`src/rtl/muldiv_unit.sv`:
```
// Radix-2 iterative RV32M multiply/divide unit producing one result bit per cycle.
// Optional feature: define MULDIV_FAST_MUL_EN to make all multiplies single-cycle combinational.
module muldiv_unit #(
  parameter int WIDTH = 32,
  parameter int CNT_W = 6
) (
  input  logic             clk,
  input  logic             rst,
  input  logic             start,
  input  logic [2:0]       op,
  input  logic [WIDTH-1:0] A,
  input  logic [WIDTH-1:0] B,
  input  logic             flush,
  output logic             busy,
  output logic             done,
  output logic [WIDTH-1:0] C,
  output logic             Zero
);

  typedef enum logic [1:0] {IDLE = 2'd0, CALC = 2'd1, DONE = 2'd2} state_t;

  localparam logic [2:0] OP_MUL    = 3'b000;
  localparam logic [2:0] OP_MULH   = 3'b001;
  localparam logic [2:0] OP_MULHSU = 3'b010;
  localparam logic [2:0] OP_MULHU  = 3'b011;
  localparam logic [2:0] OP_DIV    = 3'b100;
  localparam logic [2:0] OP_DIVU   = 3'b101;
  localparam logic [2:0] OP_REM    = 3'b110;
  localparam logic [2:0] OP_REMU   = 3'b111;
  localparam logic [WIDTH-1:0] MIN_NEG = {1'b1, {(WIDTH-1){1'b0}}};

  state_t             state_q;
  logic [CNT_W-1:0]   cnt_q;
  logic [2:0]         op_q;
  logic [WIDTH-1:0]   hi_q, lo_q, opnd_q, c_q;
  logic               neg_q, neg_rem_q, fin_q, direct_q, busy_q, done_q;

  logic               a_signed_s, b_signed_s, a_neg_s, b_neg_s;
  logic [WIDTH-1:0]   a_mag_s, b_mag_s, direct_val_s;
  logic               div_zero_s, div_ovf_s, direct_s, accept_s;
  logic [WIDTH:0]     mul_sum_s, rem_sh_s;
  logic [WIDTH+1:0]   diff_s;
  logic [WIDTH-1:0]   hi_d, lo_d;
  logic [2*WIDTH-1:0] prod_s, prod_fix_s;
  logic [WIDTH-1:0]   quo_fix_s, rem_fix_s, result_s;
`ifdef MULDIV_FAST_MUL_EN
  logic [2*WIDTH-1:0] fast_prod_s;
`endif

  assign accept_s = start && ((state_q == IDLE) || (state_q == DONE));

  // Operand decode: magnitudes, sign flags and results that need no iteration
  always_comb begin
    a_signed_s   = (op == OP_MULH) || (op == OP_MULHSU) || (op == OP_DIV) || (op == OP_REM);
    b_signed_s   = (op == OP_MULH) || (op == OP_DIV) || (op == OP_REM);
    a_neg_s      = a_signed_s && A[WIDTH-1];
    b_neg_s      = b_signed_s && B[WIDTH-1];
    a_mag_s      = a_neg_s ? -A : A;
    b_mag_s      = b_neg_s ? -B : B;
    div_zero_s   = op[2] && (B == '0);
    div_ovf_s    = ((op == OP_DIV) || (op == OP_REM)) && (A == MIN_NEG) && (B == '1);
    direct_s     = div_zero_s || div_ovf_s;
    direct_val_s = '0;
`ifdef MULDIV_FAST_MUL_EN
    fast_prod_s  = {{WIDTH{a_neg_s}}, A} * {{WIDTH{b_neg_s}}, B};
    if (!op[2]) begin
      direct_s     = 1'b1;
      direct_val_s = (op == OP_MUL) ? fast_prod_s[WIDTH-1:0] : fast_prod_s[2*WIDTH-1:WIDTH];
    end else
`endif
    if (div_zero_s) begin
      direct_val_s = op[1] ? A : '1;
    end else if (div_ovf_s) begin
      direct_val_s = op[1] ? '0 : A;
    end else begin
      direct_val_s = '0;
    end
  end

  // One iteration: shift-add for multiply, restoring shift-subtract for divide
  always_comb begin
    mul_sum_s = {1'b0, hi_q} + (lo_q[0] ? {1'b0, opnd_q} : {(WIDTH+1){1'b0}});
    rem_sh_s  = {hi_q, lo_q[WIDTH-1]};
    diff_s    = {1'b0, rem_sh_s} - {2'b00, opnd_q};
    if (op_q[2]) begin
      if (diff_s[WIDTH+1:WIDTH] == 2'b00) begin
        hi_d = diff_s[WIDTH-1:0];
        lo_d = {lo_q[WIDTH-2:0], 1'b1};
      end else begin
        hi_d = rem_sh_s[WIDTH-1:0];
        lo_d = {lo_q[WIDTH-2:0], 1'b0};
      end
    end else begin
      hi_d = mul_sum_s[WIDTH:1];
      lo_d = {mul_sum_s[0], lo_q[WIDTH-1:1]};
    end
  end

  // Sign correction and result selection once the iterations are finished
  always_comb begin
    prod_s     = {hi_q, lo_q};
    prod_fix_s = neg_q ? -prod_s : prod_s;
    quo_fix_s  = neg_q ? -lo_q : lo_q;
    rem_fix_s  = neg_rem_q ? -hi_q : hi_q;
    if (direct_q) begin
      result_s = lo_q;
    end else begin
      case (op_q)
        OP_MUL:                       result_s = prod_fix_s[WIDTH-1:0];
        OP_MULH, OP_MULHSU, OP_MULHU: result_s = prod_fix_s[2*WIDTH-1:WIDTH];
        OP_DIV, OP_DIVU:              result_s = quo_fix_s;
        OP_REM, OP_REMU:              result_s = rem_fix_s;
        default:                      result_s = '0;
      endcase
    end
  end

  // Control FSM and datapath registers; a direct result waits one cycle in CALC with fin set
  always_ff @(posedge clk or posedge rst) begin
    if (rst) begin
      state_q   <= IDLE;
      cnt_q     <= '0;
      op_q      <= 3'b000;
      hi_q      <= '0;
      lo_q      <= '0;
      opnd_q    <= '0;
      neg_q     <= 1'b0;
      neg_rem_q <= 1'b0;
      fin_q     <= 1'b0;
      direct_q  <= 1'b0;
      busy_q    <= 1'b0;
      done_q    <= 1'b0;
      c_q       <= '0;
    end else if (flush) begin
      state_q <= IDLE;
      busy_q  <= 1'b0;
      done_q  <= 1'b0;
      fin_q   <= 1'b0;
    end else if (accept_s) begin
      state_q   <= CALC;
      busy_q    <= 1'b1;
      done_q    <= 1'b0;
      op_q      <= op;
      cnt_q     <= CNT_W'(WIDTH - 1);
      neg_q     <= a_neg_s ^ b_neg_s;
      neg_rem_q <= a_neg_s;
      hi_q      <= '0;
      opnd_q    <= op[2] ? b_mag_s : a_mag_s;
      lo_q      <= direct_s ? direct_val_s : (op[2] ? a_mag_s : b_mag_s);
      fin_q     <= direct_s;
      direct_q  <= direct_s;
    end else begin
      case (state_q)
        CALC: begin
          if (fin_q) begin
            c_q     <= result_s;
            done_q  <= 1'b1;
            busy_q  <= 1'b0;
            fin_q   <= 1'b0;
            state_q <= DONE;
          end else begin
            hi_q  <= hi_d;
            lo_q  <= lo_d;
            cnt_q <= cnt_q - CNT_W'(1);
            fin_q <= (cnt_q == '0);
          end
        end
        DONE: begin
          state_q <= IDLE;
          done_q  <= 1'b0;
        end
        default: state_q <= IDLE;
      endcase
    end
  end

  assign busy = busy_q;
  assign done = done_q;
  assign C    = c_q;
  assign Zero = (c_q == '0);

endmodule

```
`config.mk`:
```
export PLATFORM = sky130hd
export DESIGN_NAME = muldiv_unit
export DESIGN_NICKNAME = d
export VERILOG_FILES = /design/src/rtl/muldiv_unit.sv
export SDC_FILE = /design/constraint.sdc
export NUM_CORES = 1
export LEC_CHECK = 0
export BUFFER_PORTS_ARGS = -buffer_cell sky130_fd_sc_hd__buf_4
export CORE_ASPECT_RATIO = 0.75
export CORE_MARGIN = 2
export CORE_UTILIZATION = 60
export DETAILED_ROUTE_END_ITERATION = 10
export PLACE_DENSITY = 0.86
export SLEW_MARGIN = 20
export SYNTH_ARGS = -nofsm -noshare
export SYNTH_HDL_FRONTEND = slang
export SYNTH_SLANG_ARGS = --single-unit
export TNS_END_PERCENT = 1
```
`constraint.sdc`:
```
create_clock -name clk -period 5.8 [get_ports clk]
set_input_delay 1.16 -clock clk [delete_from_list [all_inputs] [get_ports clk]]
set_output_delay 1.16 -clock clk [all_outputs]
set_load 0.02 [all_outputs]
```
; After elaboration in Yosys (flattened, before gate mapping)
; Index checks and enable logic that the tools add are counted.
[word_totals]
register_bits = 145
input_bits = 71
out_inout_bits = 35
word_cells = 117
[op_classes]
addsub = 8
eq_ne = 17
n_mux = 44
bitwise_logic = 3
reduce_logical = 32
[ops]
columns = cell, count
row1 = 32-bit 2-to-1 mux, 22
row2 = 32-bit negator, 4
row3 = 32-bit one-hot mux with 4 select lines, 1
row4 = 32-bit equality test (second input constant), 2
row5 = 32-bit logical NOT, 2
row6 = 64-bit 2-to-1 mux, 1
row7 = 64-bit negator, 1
row8 = 33-bit by 32-bit subtractor with 34-bit output, 1
row9 = 32-bit by 32-bit adder with 33-bit output, 1
row10 = 3-bit equality test (second input constant), 6
row11 = 6-bit 2-to-1 mux, 3
row12 = 1-bit 2-to-1 mux, 12
row13 = 3-bit by 2-bit equality test with 1-bit output (second input constant), 3
row14 = 1-bit logical OR, 8
row15 = 2-bit 2-to-1 mux, 4
row16 = 3-bit by 1-bit equality test with 1-bit output (second input constant), 2
row17 = 1-bit logical AND, 6
row18 = 6-bit logical NOT, 1
row19 = 2-bit AND reduction, 3
row20 = 3-bit nonzero test, 2
row21 = 6-bit by 1-bit subtractor with 6-bit output (second input constant), 1
row22 = 2-bit logical NOT, 2
row23 = 4-bit != test (second input constant), 1
row24 = 4-bit AND reduction, 1
row25 = 12 further kinds, 14

; Depth between registers and ports, before layout
[logic_depth]
depth_word = 9
mapped_depth = 16
mapped_depth_nobuf = 13

; Worst setup path before layout
; Ideal clock, no wire load.
[synth_path]
path_type = input to register
startpoint = in A[4]
endpoint = reg lo_q[3]
setup_ps = 135
t_arrival_ps = 3603
required_ps = 5665
path_slack_ps = 2062
cell_stages = 10
n_path_buf = 3
path_cell_list = or3_1 or3b_1 clkbuf_1 or4_1 buf_2 nor3_4 a31oi_1 buf_2 a221oi_1 o31ai_1
[synth_via]
elab_chain_len = 7
word_cells_on_any_way = 8
cone_classes = 1 x eq/ne / 4 x mux / 3 x reduce/logical
[synth_rtl]
columns = element, line
row1 = "start, declared", 11  ; input logic [WIDTH-1:0] A,
row2 = 32-bit equality test *, 61  ; div_ovf_s = ((op == OP_DIV) || (op == OP_REM)) && (A == MIN_NEG) && (B == '1);
row3 = 1-bit logical AND * (2 in series), 61
row4 = 32-bit 2-to-1 mux, 73  ; end else if (div_ovf_s) begin
row5 = 32-bit 2-to-1 mux, 71  ; if (div_zero_s) begin
row6 = 32-bit 2-to-1 mux *, 149  ; lo_q <= direct_s ? direct_val_s : (op[2] ? a_mag_s : b_mag_s);
row7 = 32-bit 2-to-1 mux *, 139  ; end else if (accept_s) begin
row8 = "end signal, assigned", 149
row9 = "end signal, assigned", 163  ; lo_q <= lo_d;
row10 = "end, declared", 35  ; logic [WIDTH-1:0] hi_q, lo_q, opnd_q, c_q;
; Mark *: on every way between the ends. The rest lies on a longest branch, timed or not.
; A chain may end at the register's enable or synchronous reset.

; Final worst setup path
[layout_path]
startpoint = reg lo_q[0]
endpoint = reg hi_q[28]
[layout_via]
elab_chain_len = 6
[layout_rtl]
columns = element, line
row1 = 32-bit 2-to-1 mux, 82  ; mul_sum_s = {1'b0, hi_q} + (lo_q[0] ? {1'b0, opnd_q} : {(WIDTH+1){1'b0}});
row2 = 32-bit by 32-bit adder with 33-bit output, 82
row3 = 32-bit 2-to-1 mux, 85  ; if (op_q[2]) begin
row4 = 32-bit 2-to-1 mux, 155  ; if (fin_q) begin
row5 = 32-bit 2-to-1 mux, 153  ; case (state_q)
row6 = 32-bit 2-to-1 mux, 139
row7 = "end signal, assigned", 162  ; hi_q <= hi_d;
row8 = "end, declared", 35
; No other way between the ends. The select of a mux whose other input is x is not followed.

==> flow_metrics.tcl <==
set metrics [dict create \
    startpoint_type "flop" \
    finalSetupViolations 0 \
    placedCellCount 2402 \
    vdd.ir_drop.worst_mv 0.311 \
    dr.pass1.iters 8 \
    post_cts_resize_count 0 \
    initial_utilization_pct 61.5 \
    slew_viol_final 0 \
    antenna_found_initial 0 \
    first_iter_violations 2762 \
    ioPinCount 106 \
    antennaDiodeCount 0 \
    period_minus_slack_ns 4.57 \
    leakage_nw 6.92 \
    fin_nets 2230 \
    grt_usage_pct 42.3 \
    core_sq_um 25100 \
    final_common_cell "a21oi_1" \
    synth_edf_count 0 \
    critical_path_class "flop to flop" \
    hold_viol 0 \
    synth_seq_cells 145 \
    wl_per_cell_um 23.5 \
    cpMostUsedCell "o21ai_0" \
    die_x_um 189 \
    cts_buffer_depth 2 \
    num_vias 17100 \
    critPathLaunch "lo_q[0]" \
    p_per_area_nw_per_um2 319 \
    synthCells 2074 \
    htree_levels 4 \
    layout-drive-gt1-share_pct 10.1 \
    grt_max_degree 101 \
    grt_pass1_wl_um 89300 \
    dpl.hpwl_um 43600 \
    path_delay_family "compound AO/OA/AOI/OAI gates" \
    finalSetupTns_ns 0 \
    synthArstFlopShare_pct 100 \
    cp_max_fo 26 \
    multiInputGateArea_sq_um 10900 \
    cts_root_buffer "clkbuf_16" \
    ys.flop_type "dfrtp_1" \
    overflow 0 \
    avgSynthCellArea_sq_um 7.44 \
    cts_tree "yes" \
    cts.clk_slew.worst_paths_ns 0.07 \
    synth_cell_types 90 \
    final_cell_mix "213 x a21oi_1, 212 x nand2_1, 210 x o21ai_0" \
    worst_setup_path_end_kind "flop" \
    routabilityCongestion 1.05 \
    min_path_type "flop to flop" \
    max_stage_delay_ns 0.51 \
    placed_area_sq_um 16200 \
    ys_seq_area_share_pct 23.5 \
    drt-total-wl_um 57200 \
    postRouteAntennaNets 0 \
    cp_cell_sequence "inv_1 -> buf_4 -> nor2_1 -> ha_1 -> a2111oi_0 -> o21ai_0 -> a21oi_1 -> o21ai_0 -> a21boi_0 -> o21ai_0 -> o22ai_1 -> xor2_1 -> o221ai_1" \
    grt_pass1_vias 15300 \
    synth_area_sq_um 15400 \
    vias_per_cell 7.04 \
    die-area_sq_um 27000 \
    area_growth_pct 9.15 \
    seq_area_sq_um 3630 \
    finalCritPeriodShare_pct 78.7 \
    fin_skew_ns 0.0139 \
    rsz0062_at_grt "false" \
    postCtsHoldBufs 0 \
    rr_startpoint "lo_q[0]" \
    status "finished, final reports clean" \
    syn_nets 2221 \
    nFillCells 2197 \
    max_clock_freq_mhz 219 \
    maxSlewHeadroom_pct 29.6 \
    crit_buf_inv 2 \
    critPathSlowestCell "a21boi_0" \
    worstPathRequired_ns 6.08 \
    max_cap_viol_count 0 \
    drc 0 \
    worstHoldStart "opnd_q[20]" \
    tightest_slew_ns 1.05 \
    cts.sink_count 145 \
    die_y_um 143 \
    io_buffer_count 105 \
    ys_warn_count 0 \
    design_area_sq_um 16800 \
    final-instance-count-excl-fill 2434 \
    crit_arrival_ns 4.85 \
    clk_latency_ns 0.44 \
    rows 50 \
    cts_made_buffers 17 \
    cts_setup_buffers 0 \
]
-- cells by family after synthesis --
family / count (synthesis) / synth area share [%]
buf+inv: 219 / 6.01
flops: 145 / 23.5
fa+ha+maj: 76 / 6.26
compound gates: 752 / 30.5
simple gates: 672 / 21.3
xor+xnor: 151 / 8.57
mux: 59 / 3.86
-- path summary, 6_finish.rpt --
| path | to | slack (ns) | cells past startpoint |
|---|---|---|---|
| max | hi_q[28] | 1.23 | 13 |
| min | opnd_q[20] | 0.49 | 2 |
| max reg2reg | hi_q[28] | 1.23 | 13 |
| min reg2reg | opnd_q[20] | 0.49 | 2 |
| max in group asynchronous | hi_q[3] | 3.79 | 3 |
| min in group asynchronous | state_q[1] | 0.88 | 2 |
-- layer usage --
metal	GRT usage (%)	up-vias	share of wire, %	wire length, um
met2	59.6	1290	40	23200
met5	0	-	0	0
li1	-	7677	-	-
met1	61.4	8011	42	24000
met4	16.3	0	3.8	2180
met3	10.8	167	14	7820
-- registers in the layout, summed over array words and instances (netlist names) --
register   cells
op_q           3
C             32
hi_q          32
opnd_q        32
done           1
busy           1
neg_q          1
lo_q          32
fin_q          1
state_q        2
neg_rem_q      1
cnt_q          6
direct_q       1
-- synth_stat cells (16+ instances only) --
library cell,instances,share of area (%)
a211oi_1,29,1.4
a21o_1,16,0.78
a21oi_1,213,6.9
a221oi_1,19,1.1
a22oi_1,28,1.4
a31oi_1,19,0.77
clkbuf_1,108,2.6
dfrtp_1,145,24
ha_1,74,6.0
inv_1,77,1.9
mux2i_1,55,3.6
nand2_1,212,5.2
nand3_1,30,0.97
nand4_1,31,1.3
nor2_1,179,4.4
nor3_1,53,1.7
nor4_1,30,1.2
o211ai_1,33,1.6
o21a_1,16,0.78
o21ai_0,210,6.8
o31ai_1,41,2.0
or3_1,27,1.1
or4_1,18,0.88
xnor2_1,95,5.4
xor2_1,56,3.2
-- final cells by class --
class	instances	area share [%]
clock buffer	17	2.53
clock inverter	15	1.11
inverter	79	1.79
multi-input combinational	1710	64.7
sequential	145	21.6
tap	338	2.51
timing repair buffer	130	5.79
-- worst register-to-register path, cell delays in order, from the launching register on --
cell and delay [ns]:
dfrtp_1 0.50, inv_1 0.28, buf_4 0.38, nor2_1 0.09, ha_1 0.37, a2111oi_0 0.43
o21ai_0 0.25, a21oi_1 0.37, o21ai_0 0.33, a21boi_0 0.51, o21ai_0 0.33, o22ai_1 0.21
xor2_1 0.20, o221ai_1 0.16
-- metrics by stage --
step                total power [W]  util, %  setup WS (ns)  hold slack (ns)
floorplan                   0.00322        -          0.745            0.450
global placement            0.00401     64.7           1.16            0.468
detailed placement          0.00406     64.7           1.08            0.472
CTS                         0.00524     67.1           1.46            0.487
global route                0.00561     67.1          0.896            0.534
finish                      0.00536     67.1           1.23            0.486
-- where the power goes --
part	switching [W]	leakage, nW	internal (W)	total (W)
logic	0.00164	4.79	0.000956	0.00259
registers	0.000370	1.83	0.00122	0.00159
clock network	0.000518	0.302	0.000658	0.00118
Power figures use the tool's default switching activity.
